`src/rtl/ttt_pkg.sv`:
```
// Shared tic-tac-toe encodings: cell codes, outcomes,
// line indices, square indices and the judge FSM states.
package ttt_pkg;

  typedef enum logic [1:0] {
    EMPTY   = 2'b00,
    P1      = 2'b01,
    P2      = 2'b10,
    ILLEGAL = 2'b11
  } cell_e;

  typedef enum logic [1:0] {
    IN_PROG = 2'b00,
    P1_WIN  = 2'b01,
    P2_WIN  = 2'b10,
    TIE     = 2'b11
  } outcome_e;

  typedef enum logic [1:0] {
    S_IDLE = 2'd0,
    S_SCAN = 2'd1,
    S_DONE = 2'd2
  } judge_state_e;

  localparam logic [3:0] L_ROW_A     = 4'd0;
  localparam logic [3:0] L_ROW_B     = 4'd1;
  localparam logic [3:0] L_ROW_C     = 4'd2;
  localparam logic [3:0] L_COL_1     = 4'd3;
  localparam logic [3:0] L_COL_2     = 4'd4;
  localparam logic [3:0] L_COL_3     = 4'd5;
  localparam logic [3:0] L_DIAG      = 4'd6;
  localparam logic [3:0] L_DIAG_ANTI = 4'd7;
  localparam logic [3:0] NO_LINE     = 4'hF;

  localparam int SQ_A1 = 1;
  localparam int SQ_A2 = 2;
  localparam int SQ_A3 = 3;
  localparam int SQ_B1 = 4;
  localparam int SQ_B2 = 5;
  localparam int SQ_B3 = 6;
  localparam int SQ_C1 = 7;
  localparam int SQ_C2 = 8;
  localparam int SQ_C3 = 9;

  // Illegal cells behave like empty ones for the tie decision.
  function automatic logic is_open(input logic [1:0] c);
    return (c == EMPTY) || (c == ILLEGAL);
  endfunction

endpackage

```
`src/rtl/ttt_line_check.sv`:
```
// Combinational check of one three-cell line for a win.
// owner carries the winning cell code, 00 when no win.
module ttt_line_check
  import ttt_pkg::*;
#(
  parameter logic [1:0] P1_CODE = 2'b01,
  parameter logic [1:0] P2_CODE = 2'b10
) (
  input  logic [1:0] a,
  input  logic [1:0] b,
  input  logic [1:0] c,
  output logic       win,
  output logic [1:0] owner
);

  logic same;
  logic player;

  assign same   = (a == b) && (b == c);
  assign player = (a == P1_CODE) || (a == P2_CODE);
  assign win    = same && player;
  assign owner  = win ? a : 2'b00;

endmodule

```
`src/rtl/grid_judge.sv`:
```
// Snapshots the board on start and scans the eight lines,
// one per cycle, reporting win/tie/in-progress and errors.
module grid_judge
  import ttt_pkg::*;
#(
  parameter logic [1:0] P1_CODE = 2'b01,
  parameter logic [1:0] P2_CODE = 2'b10
) (
  input  logic       clk,
  input  logic       rst,
  input  logic       start,
  input  logic       clear,
  input  logic [1:0] grid_A1,
  input  logic [1:0] grid_A2,
  input  logic [1:0] grid_A3,
  input  logic [1:0] grid_B1,
  input  logic [1:0] grid_B2,
  input  logic [1:0] grid_B3,
  input  logic [1:0] grid_C1,
  input  logic [1:0] grid_C2,
  input  logic [1:0] grid_C3,
  output logic       busy,
  output logic       done,
  output logic [1:0] outcome,
  output logic [3:0] win_line,
  output logic       err
);

  judge_state_e state_q;
  judge_state_e state_d;

  logic [1:0] grid [1:9];
  logic [1:0] snap [1:9];
  logic [2:0] line_idx;
  logic       open_q;
  logic       ill_d;
  logic       open_d;

  logic [1:0] ca;
  logic [1:0] cb;
  logic [1:0] cc;
  logic       lwin;
  logic [1:0] lowner;
  logic       last;

  assign grid[SQ_A1] = grid_A1;
  assign grid[SQ_A2] = grid_A2;
  assign grid[SQ_A3] = grid_A3;
  assign grid[SQ_B1] = grid_B1;
  assign grid[SQ_B2] = grid_B2;
  assign grid[SQ_B3] = grid_B3;
  assign grid[SQ_C1] = grid_C1;
  assign grid[SQ_C2] = grid_C2;
  assign grid[SQ_C3] = grid_C3;

  always_comb begin
    ill_d  = 1'b0;
    open_d = 1'b0;
    for (int i = 1; i <= 9; i++) begin
      ill_d  = ill_d | (grid[i] == ILLEGAL);
      open_d = open_d | is_open(grid[i]);
    end
  end

  always_comb begin
    ca = snap[SQ_A1];
    cb = snap[SQ_A2];
    cc = snap[SQ_A3];
    unique case ({1'b0, line_idx})
      L_ROW_A: begin
        ca = snap[SQ_A1]; cb = snap[SQ_A2]; cc = snap[SQ_A3];
      end
      L_ROW_B: begin
        ca = snap[SQ_B1]; cb = snap[SQ_B2]; cc = snap[SQ_B3];
      end
      L_ROW_C: begin
        ca = snap[SQ_C1]; cb = snap[SQ_C2]; cc = snap[SQ_C3];
      end
      L_COL_1: begin
        ca = snap[SQ_A1]; cb = snap[SQ_B1]; cc = snap[SQ_C1];
      end
      L_COL_2: begin
        ca = snap[SQ_A2]; cb = snap[SQ_B2]; cc = snap[SQ_C2];
      end
      L_COL_3: begin
        ca = snap[SQ_A3]; cb = snap[SQ_B3]; cc = snap[SQ_C3];
      end
      L_DIAG: begin
        ca = snap[SQ_A1]; cb = snap[SQ_B2]; cc = snap[SQ_C3];
      end
      L_DIAG_ANTI: begin
        ca = snap[SQ_A3]; cb = snap[SQ_B2]; cc = snap[SQ_C1];
      end
      default: ;
    endcase
  end

  ttt_line_check #(
    .P1_CODE(P1_CODE),
    .P2_CODE(P2_CODE)
  ) u_line (
    .a    (ca),
    .b    (cb),
    .c    (cc),
    .win  (lwin),
    .owner(lowner)
  );

  assign last = (line_idx == 3'd7);
  assign busy = (state_q == S_SCAN);
  assign done = (state_q == S_DONE);

  always_ff @(posedge clk or negedge rst) begin
    if (!rst) state_q <= S_IDLE;
    else      state_q <= state_d;
  end

  always_comb begin
    state_d = state_q;
    unique case (state_q)
      S_IDLE:  if (start) state_d = S_SCAN;
      S_SCAN:  if (lwin || last) state_d = S_DONE;
      S_DONE:  state_d = S_IDLE;
      default: state_d = S_IDLE;
    endcase
    if (clear) state_d = S_IDLE;
  end

  always_ff @(posedge clk or negedge rst) begin
    if (!rst) begin
      for (int i = 1; i <= 9; i++) snap[i] <= 2'b00;
      line_idx <= 3'd0;
      open_q   <= 1'b0;
      outcome  <= IN_PROG;
      win_line <= NO_LINE;
      err      <= 1'b0;
    end else if (clear) begin
      outcome  <= IN_PROG;
      win_line <= NO_LINE;
      err      <= 1'b0;
    end else begin
      unique case (state_q)
        S_IDLE: begin
          if (start) begin
            for (int i = 1; i <= 9; i++) snap[i] <= grid[i];
            line_idx <= 3'd0;
            open_q   <= open_d;
            err      <= ill_d;
          end
        end
        S_SCAN: begin
          if (lwin) begin
            outcome  <= (lowner == P1_CODE) ? P1_WIN : P2_WIN;
            win_line <= {1'b0, line_idx};
          end else if (last) begin
            outcome  <= open_q ? IN_PROG : TIE;
            win_line <= NO_LINE;
          end else begin
            line_idx <= line_idx + 3'd1;
          end
        end
        default: ;
      endcase
    end
  end

endmodule

```
`config.mk`:
```
export PLATFORM = sky130hd
export DESIGN_NAME = grid_judge
export DESIGN_NICKNAME = d
export VERILOG_FILES = /design/src/rtl/ttt_pkg.sv /design/src/rtl/ttt_line_check.sv /design/src/rtl/grid_judge.sv
export SDC_FILE = /design/constraint.sdc
export NUM_CORES = 1
export LEC_CHECK = 0
export ABC_CLOCK_PERIOD_IN_PS = 7500
export CAP_MARGIN = 10
export CORE_UTILIZATION = 55
export DETAILED_ROUTE_END_ITERATION = 8
export GPL_ROUTABILITY_DRIVEN = 0
export HOLD_SLACK_MARGIN = 0.05
export PLACE_DENSITY = 0.83
export SLEW_MARGIN = 20
export SYNTH_ARGS = -nofsm -noshare
export SYNTH_HDL_FRONTEND = slang
export SYNTH_HIERARCHICAL = 1
export SYNTH_SLANG_ARGS = --single-unit
```
`constraint.sdc`:
```
create_clock -name clk -period 7.5 [get_ports clk]
set_input_delay 1.125 -clock clk [delete_from_list [all_inputs] [get_ports clk]]
set_output_delay 1.125 -clock clk [all_outputs]
set_load 0.02 [all_outputs]
```
Word level (Yosys, flattened, before mapping) --
Cells that the tools add are included. W data, S select, Z words.
Storage, ports and cells: output and inout bits 9, logic and storage cells 125, bits in registers 31, bits of input ports 22
Cells by class: multiplexer cells 25, add/subtract/negate cells 1, bitwise operators 17, eq/ne operators 28, reductions and logical operators 39
Operator list (count):
- $pmux W2 S5 | 3
- $eq A2 B2 Y1 const B | 11
- $logic_not A2 Y1 | 10
- $mux W2 | 10
- $mux W4 | 4
- $or A1 B1 Y1 | 16
- $eq A3 B3 Y1 const B | 4
- $logic_or A1 B1 Y1 | 11
- $mux W3 | 3
- $reduce_bool A2 Y1 | 4
- $eq A2 B1 Y1 const B | 3
- $eq A3 B2 Y1 const B | 2
- $ne A2 B2 Y1 const B | 3
- $pmux W3 S2 | 1
- $reduce_and A2 Y1 | 3
- $reduce_or A3 Y1 | 2
- $reduce_and A5 Y1 | 1
- $eq A2 B2 Y1 | 2
- $pmux W2 S2 | 1
- $reduce_or A2 Y1 | 2
- $reduce_or A4 Y1 | 1
- $add A3 B1 Y3 const B | 1
- $eq A3 B1 Y1 const B | 1
- $logic_not A3 Y1 | 1
- 7 further kinds | 10

Logic depth before layout (Yosys ltp) --
Gate-level depths: netlist (run 1).
word-level depth 12, gate-level depth with buffers 13, depth with buffers taken out 11

Cells and area by module --
The synthesis (run 1) kept the hierarchy.
Modules (own cells, without submodules):
- grid_judge | sequential area each 780.7 um^2, times used 1, cells each 156, area each 1755.4 um^2
- ttt_line_check | sequential area each 0.0 um^2, times used 1, cells each 5, area each 33.8 um^2

Least setup slack after synthesis (run 1) --
OpenSTA, ideal clock, no wires.
kind flip-flop to flip-flop, from register line_idx[0], to register win_line[0], setup time 0.080 ns, data required time 7.420 ns, clock period less this slack 3.034 ns, slack 4.466 ns, stages on the path, launching flop included 12, path buffers 0, arrival time 2.954 ns, path through dfrtp_1 ha_1 ha_1 or4_1 or2_0 a41oi_1 nand4b_1 nor3_1 or2_1 or2_2 a21o_1 o22a_1
Between the ends: cells in the longest elaborated chain, start to end 9, elaborated cells on any way between the ends 28, classes of those cells eq/ne (11); mux (6); reduce/logical (11)
Ends and longest elaborated chain:
- start, declared | line grid_judge.sv:34 | logic [2:0] line_idx;
- start signal, assigned | line grid_judge.sv:159 | line_idx <= line_idx + 3'd1;
- $eq A3 B3 Y1 / $eq A3 B2 Y1 (equally long branches) | line grid_judge.sv:69 | unique case ({1'b0, line_idx})
- $reduce_or A3 Y1 (no line) / $reduce_or A2 Y1 (equally long branches)
- $pmux W2 S5 (*) | line grid_judge.sv:69
- net cc[1] | line grid_judge.sv:41 | logic [1:0] cc;
- $eq A2 B2 Y1 (*) | line ttt_line_check.sv:19 | assign same = (a == b) && (b == c);
- $logic_and A1 B1 Y1 (*) | line ttt_line_check.sv:19
- $logic_and A1 B1 Y1 (*) | line ttt_line_check.sv:21 | assign win = same && player;
- net lwin | line grid_judge.sv:42 | logic lwin;
- $mux W4 | line grid_judge.sv:152 | if (lwin) begin
- $mux W4 | line grid_judge.sv:142 | unique case (state_q)
- $mux W4 | line grid_judge.sv:137 | end else if (clear) begin
- end signal, assigned | line grid_judge.sv:154 | win_line <= {1'b0, line_idx};
- end, declared | line grid_judge.sv:25 | output logic [3:0] win_line,
Mark *: on every way through the listed nets, which the timed path passes. The rest lies on a longest branch. The select of a mux whose other input is x is not followed. A chain may end at the register's enable or synchronous reset.

Worst setup path in the final report (run 1) --
from register line_idx[2], to register win_line[1]
Same word-level chain as after synthesis.

==> flow_summary_export.csv, run 1 <==
group,metric,value,unit
clocking,post-cts-setup-buffer-count,0,
die,floorplan.initialDensity,0.581,
global_route,wire_length_of_the_first_global_routing_pass,7000,µm
clocking,path_clk_slew,0.11,ns
clocking,number_of_gates_given_a_new_drive_strength_after_cts,0,
clocking,tritoncts,"built",
global_route,first_global_vias,1470,
setup_path,cp_cell_instances,"inv_1, ha_1, or4_1, or2_0, a41oi_1, nand4b_1, nor3_1, or2_1, or2_2, a21o_1, o22a_1",
synthesis,mappedNetlistArea,1790,µm²
synthesis,synth_seq_area_share,0.436,
cells_and_area,design.final.nets,230,
timing,tightest_slew,0.484,ns
synthesis,post_synth_inst_count,161,
setup_path,cp_data_arrival_time,3.77,ns
pwr,finalPower,663,µW
synthesis,post_synth_fa_ha_maj_area_fraction,0.105,
timing,final.setup.tns,0,ns
timing,timing.final.max_slew_violations,0,
timing,final_min_period_over_clock_period,0.464,
setup_path,ff_to_ff_setup_slack,4.02,ns
cells_and_area,seqCellArea,781,µm²
timing,finalHoldViolCount,0,
clocking,clkSinkCount,31,
clocking,clockRootBuffer,"clkbuf_4",
die,dieWidth,59.0,µm
status,status,"completed",
clocking,cts_htree_levels,2,
synthesis,most_frequent_cells_after_synthesis,"dfrtp_1 (27), mux2_1 (17), ha_1 (15), nor3_1 (9), inv_1 (6)",
worst_hold_path,worst_hold_path_type,"reg2reg",
timing,grt_setup_unrepaired,"false",
cells_and_area,antenna-diode-count,0,
die,die_area,3490,µm²
synthesis,post_synth.cell_area_avg,11.1,µm²
timing,final.setup_skew,0.0131,ns
setup_path,crit_fanout,12,
timing,report.final.setup_viol,0,
cells_and_area,finalCoreUtilization,0.713,
clocking,numCtsBuffers,5,
detailed_routing,wl_per_cell,17.2,µm
die,fp-row-count,20,
setup_path,timing.critical_path.required,7.79,ns
global_route,grt_max_degree,32,
flow_run,max_cap_viol_count,0,
synthesis,synth_enable_flop_cells,0,
detailed_routing,detail_route.drc_violations,0,
synthesis,synth.top_cells.by_area,"dfrtp_1 (38%), mux2_1 (11%), ha_1 (10%), dfstp_2 (5.9%), nor3_1 (2.5%)",
synthesis,post_synth_xor_area_fraction,0,
synthesis,postSynth.asyncResetShare,1.00,
synthesis,post_synth_and_or_nand_nor_area_fraction,0.152,
cells_and_area,final_layout_size_suffix_gt1_frac,0.0928,
cells_and_area,area_of_combinational_cells_with_multiple_inputs,960,µm²
synthesis,syn-num-nets,198,
global_route,track_usage,0.277,
clocking,cts_buffer_depth,2,
placed_design,detailed_place_hpwl,3060,µm
detailed_routing,detail_route.first_pass.iterations,5,
detailed_routing,routed-via-count,1463,
synthesis,synthFlopType,"dfrtp_1",
setup_path,critical_path_s_slowest_cell,"or4_1",
synthesis,dominant_combinational_cell_family_by_area_after_synthesis,"compound AO/OA/AOI/OAI gates",
detailed_routing,drt.antenna.violating_nets,0,
detailed_routing,initialDrtViolationCount,95,
synthesis,post_synth_num_cell_types,44,
setup_path,crit_family,"simple AND/OR/NAND/NOR gates",
timing,hold_ws,0.505,ns
timing,period_needed,3.48,ns
setup_path,max_stage_delay,0.60,ns
synthesis,synth_top_cell_by_area,"dfrtp_1",
die,design.core.area,3080,µm²
die,dieHeight,59.0,µm
synthesis,synth-seq-cells,31,
timing,slew-limit-headroom,0.677,
pwr,power_density,302,nW/µm²
pwr,power.static_leakage,0.000908,µW
global_route,overflow,0,
die,io-pin-count,31,
synthesis,proportion_of_synthesized_area_in_mux_cells,0.119,
global_route,antenna_found_initial,0,
detailed_routing,finalWirelength,4110,µm
setup_path,cp_num_buf_inv,1,
timing,max_freq,0.287,GHz
setup_path,worst_setup_path_end_kind,"register",
synthesis,synthesis.yosys.warnings,6,
synthesis,yosys.cell_count.top_type,"dfrtp_1",
setup_path,timing.setup.critical_path_class,"reg2reg",
cells_and_area,area_growth,22.6,%
pwr,vdd.ir_drop.worst,168,µV
cells_and_area,num-fill-cells,227,
clocking,cts_hold_buffers,0,
placed_design,port_buffers,30,
synthesis,synth-compound-area-share,0.156,
synthesis,post-synth-top-area-fraction,0.378,
setup_path,startpoint_type,"register",
detailed_routing,routed_via_density,6.15,
clocking,worst_skew_late_latency,0.35,ns
## through the flow
step	setup slack [ns]	std cells	cell area [µm²]
final	4.02	238	2190
after global routing	3.84	238	2190
after CTS	4.10	238	2190
after detailed placement	4.13	230	2130
after global placement	4.29	230	2130
after floorplan	4.47	161	1790
## area by class of cell
cell class | instances | share of cell area
Multi-Input combinational cell | 117 | 0.438
Sequential cell | 31 | 0.356
Timing Repair Buffer | 32 | 0.144
Clock buffer | 7 | 0.0251
Tap cell | 44 | 0.0251
Inverter | 6 | 0.0103
Clock inverter | 1 | 0.00228
## layer usage
layer,up-vias,global-route usage,wire length (µm)
li1,679,-,-
met1,707,0.360,1780
met2,66,0.438,1980
met3,11,0.0677,259
met4,0,0.126,85
met5,-,0,0
## layout by cell type (no fill, tap or decap), types with 3 or more instances in the layout
cell,instances
clkdlybuf4s50_1,30
dfrtp_1,27
mux2_1,17
ha_1,15
nor3_1,9
inv_1,6
nand2_1,5
clkbuf_4,5
a21o_1,4
a222oi_1,4
o21ai_0,4
nor2_1,4
dfstp_2,4
or2_2,3
nor2b_1,3
o211ai_1,3
a31oi_1,3
or4_1,3
a21oi_1,3
nor3b_1,3
nand3_1,3
o21ai_1,3
o22a_1,3
## worst register-to-register path: cells and delay by family, from the launching register on
kind                       cells  cell delay (ns)
AOI/OAI and AO/OA              3             0.70
and+or+nand+nor                6             1.69
adders and majority gates      1             0.30
buffers and inverters          1             0.16
DFF                            1             0.56
## cell families after synthesis
logic type	Yosys count
AND/OR/NAND/NOR	45
AO/OA/AOI/OAI	38
flip-flops	31
multiplexers	19
adder cells (fa/ha/maj)	15
buffers and inverters	13
## sequential cells by signal (all words and copies together) (netlist names)
signal and cells:
err 1, line_idx 3, open_q 1, outcome 2, snap 18, state_q 2
win_line 4
## worst paths after layout
check	from	end	cells after the start
max	line_idx[2]	win_line[1]	11
min	snap[8]	snap[8]	1
max reg2reg	line_idx[2]	win_line[1]	11
min reg2reg	snap[8]	snap[8]	1
max in group asynchronous	rst	win_line[1]	2
min in group asynchronous	rst	line_idx[0]	2
## report_power, final
part,total (µW),switching (µW),internal (µW),leakage (µW)
registers,265,47.9,217,0.000370
clock network,106,60.6,45.4,0.0000353
logic,292,157,135,0.000503
total,663,265,398,0.000908
(Power assumes the default switching activity.)
==> inputs of run 2 (changes only) <==
- ABC_CLOCK_PERIOD_IN_PS: 7500 -> 3500
- CORE_UTILIZATION: 55 -> 52
- PLACE_DENSITY: 0.83 -> 0.79
- clock period: 7.5 -> 3.5 ns (I/O delays scaled with it)
==> flow_summary_export.csv, run 2 (synthesized netlist as in run 1, its figures left out) <==
group,metric,value,unit
detailed_routing,routed_via_density,6.11,
cells_and_area,regMostFlops,"snap",
global_route,overflow,0,
clocking,numCtsBuffers,5,
timing,timing.final.max_slew_violations,0,
clocking,cts_htree_levels,2,
cells_and_area,final_layout_size_suffix_gt1_frac,0.103,
detailed_routing,routed-via-count,1461,
timing,final_min_period_over_clock_period,0.940,
clocking,post-cts-setup-buffer-count,0,
timing,period_needed,3.29,ns
timing,final.setup.tns,0,ns
cells_and_area,area_growth,23.1,%
clocking,worst_skew_late_latency,0.33,ns
cells_and_area,num-fill-cells,268,
setup_path,ff_to_ff_setup_slack,0.21,ns
setup_path,crit_fanout,7,
global_route,track_usage,0.256,
flow_run,max_cap_viol_count,0,
timing,tightest_slew,0.401,ns
detailed_routing,wl_per_cell,16.8,µm
die,fp-row-count,20,
detailed_routing,detail_route.drc_violations,0,
setup_path,startpoint_type,"register",
worst_hold_path,worst_hold_path_type,"reg2reg",
worst_hold_path,hold_path_end,"snap[8]",
setup_path,timing.critical_path.required,3.76,ns
global_route,wire_length_of_the_first_global_routing_pass,6660,µm
clocking,clockRootBuffer,"clkbuf_4",
die,floorplan.initialDensity,0.567,
timing,grt_setup_unrepaired,"false",
cells_and_area,mostFrequentLayoutCells,"clkdlybuf4s50_1 (30), dfrtp_1 (27), mux2_1 (17), ha_1 (15), nor3_1 (9)",
global_route,grt_max_degree,32,
cells_and_area,design.final.nets,231,
timing,report.final.setup_viol,0,
die,dieWidth,60.7,µm
setup_path,critical_path_s_slowest_cell,"or4_1",
timing,slew-limit-headroom,0.732,
detailed_routing,detail_route.first_pass.iterations,4,
setup_path,cp_cell_instances,"ha_1, ha_1, or4_1, or2_0, a41oi_1, nand4b_1, nor3_1, or2_4, or2_2, a21o_1, o22a_1",
worst_hold_path,holdCritStartpoint,"snap[8]",
setup_path,worst_setup_path_end_kind,"register",
die,dieHeight,60.7,µm
worst_hold_path,holdPathStages,1,
setup_path,cp_data_arrival_time,3.55,ns
timing,finalHoldViolCount,0,
cells_and_area,mostFrequentLayoutCell,"clkdlybuf4s50_1",
pwr,power_density,640,nW/µm²
setup_path,critical_path.most_common_cell,"ha_1",
die,die_area,3680,µm²
pwr,vdd.ir_drop.worst,348,µV
cells_and_area,finalCoreUtilization,0.699,
cells_and_area,registers_with_the_most_flip_flops,"snap: 18 flops, win_line: 4 flops, line_idx: 3 flops",
status,status,"completed",
clocking,cts_buffer_depth,2,
placed_design,port_buffers,30,
detailed_routing,drt.antenna.violating_nets,0,
setup_path,timing.setup.critical_path_class,"reg2reg",
die,io-pin-count,31,
timing,final.setup_skew,0.0136,ns
setup_path,max_stage_delay,0.57,ns
setup_path,crit-reg2reg-capture,"win_line[0]",
clocking,tritoncts,"built",
die,design.core.area,3150,µm²
global_route,antenna_found_initial,0,
detailed_routing,finalWirelength,4020,µm
setup_path,regToRegStartpoint,"line_idx[0]",
global_route,first_global_vias,1473,
cells_and_area,antenna-diode-count,0,
placed_design,detailed_place_hpwl,3170,µm
detailed_routing,initialDrtViolationCount,121,
clocking,path_clk_slew,0.09,ns
cells_and_area,largest_register_ff_count,18,
setup_path,reg2reg_depth,11,
clocking,clkSinkCount,31,
pwr,power.static_leakage,0.000913,µW
timing,max_freq,0.304,GHz
==> run 2: cell types whose count changed in the layout (fill, tap and decap cells not counted), sizes merged <==
cell and delta:
buf +1
==> run 2: cell type report <==
class	count	area [µm²]	area share
clock buffer	7	55.1	0.0250
clock inverter	1	5.00	0.00227
inverter	6	22.5	0.0102
multi-input combinational	117	962	0.437
sequential	31	781	0.354
tap	44	55.1	0.0250
timing repair buffer	33	323	0.147
==> run 2: worst max-delay path by stage <==
stage,start,to,slack [ns],cells past startpoint
final,line_idx[0],win_line[0],0.21,11
after global routing,line_idx[1],win_line[1],0.04,11
after CTS,line_idx[0],win_line[0],0.22,11
after detailed placement,line_idx[0],win_line[0],0.24,11
after global placement,line_idx[0],win_line[0],0.34,11
after floorplan,line_idx[0],win_line[1],0.47,11
==> run 2: worst max-delay path, delay by kind of cell, from the launching register on <==
family          cells  cell delay (ns)
flops               1             0.42
simple gates        6             1.63
compound gates      3             0.68
fa+ha+maj           2             0.51
==> run 2: routing by layer <==
metal / global-route usage / up-vias / share of wire
met1: 0.320 / 702 / 0.42
met3: 0.0832 / 13 / 0.091
met5: 0 / - / 0
met4: 0.101 / 0 / 0.018
li1: - / 677 / -
met2: 0.413 / 69 / 0.47
==> run 2: power by group <==
group / internal [µW] / switching, µW / leakage [µW] / total (µW)
Clock: 97.2 / 118 / 0.0000353 / 215
Combinational: 297 / 335 / 0.000508 / 632
Sequential: 465 / 98.8 / 0.000370 / 564
==> run 2: timing repair <==
action                     4_1_cts  5_1_grt
setup endpoints to repair        0        1
gates resized for setup          0        1
hold buffers                     0        0
==> run 2: stage by stage <==
step	worst slack (ns)	total power, µW	instances	hold slack [ns]	area [µm²]
final	0.208	1410	239	0.494	2200
after global routing	0.0414	1500	239	0.508	2200
after CTS	0.221	1390	239	0.496	2200
after detailed placement	0.241	1180	231	0.470	2140
after global placement	0.335	1150	231	0.473	2140
after floorplan	0.466	981	161	0.229	1790
==> inputs of run 3 (changes only) <==
- SKIP_LAST_GASP: unset -> 1
==> results of run 3 <==
Final layout, timing and power as in run 2 (identical DEF).
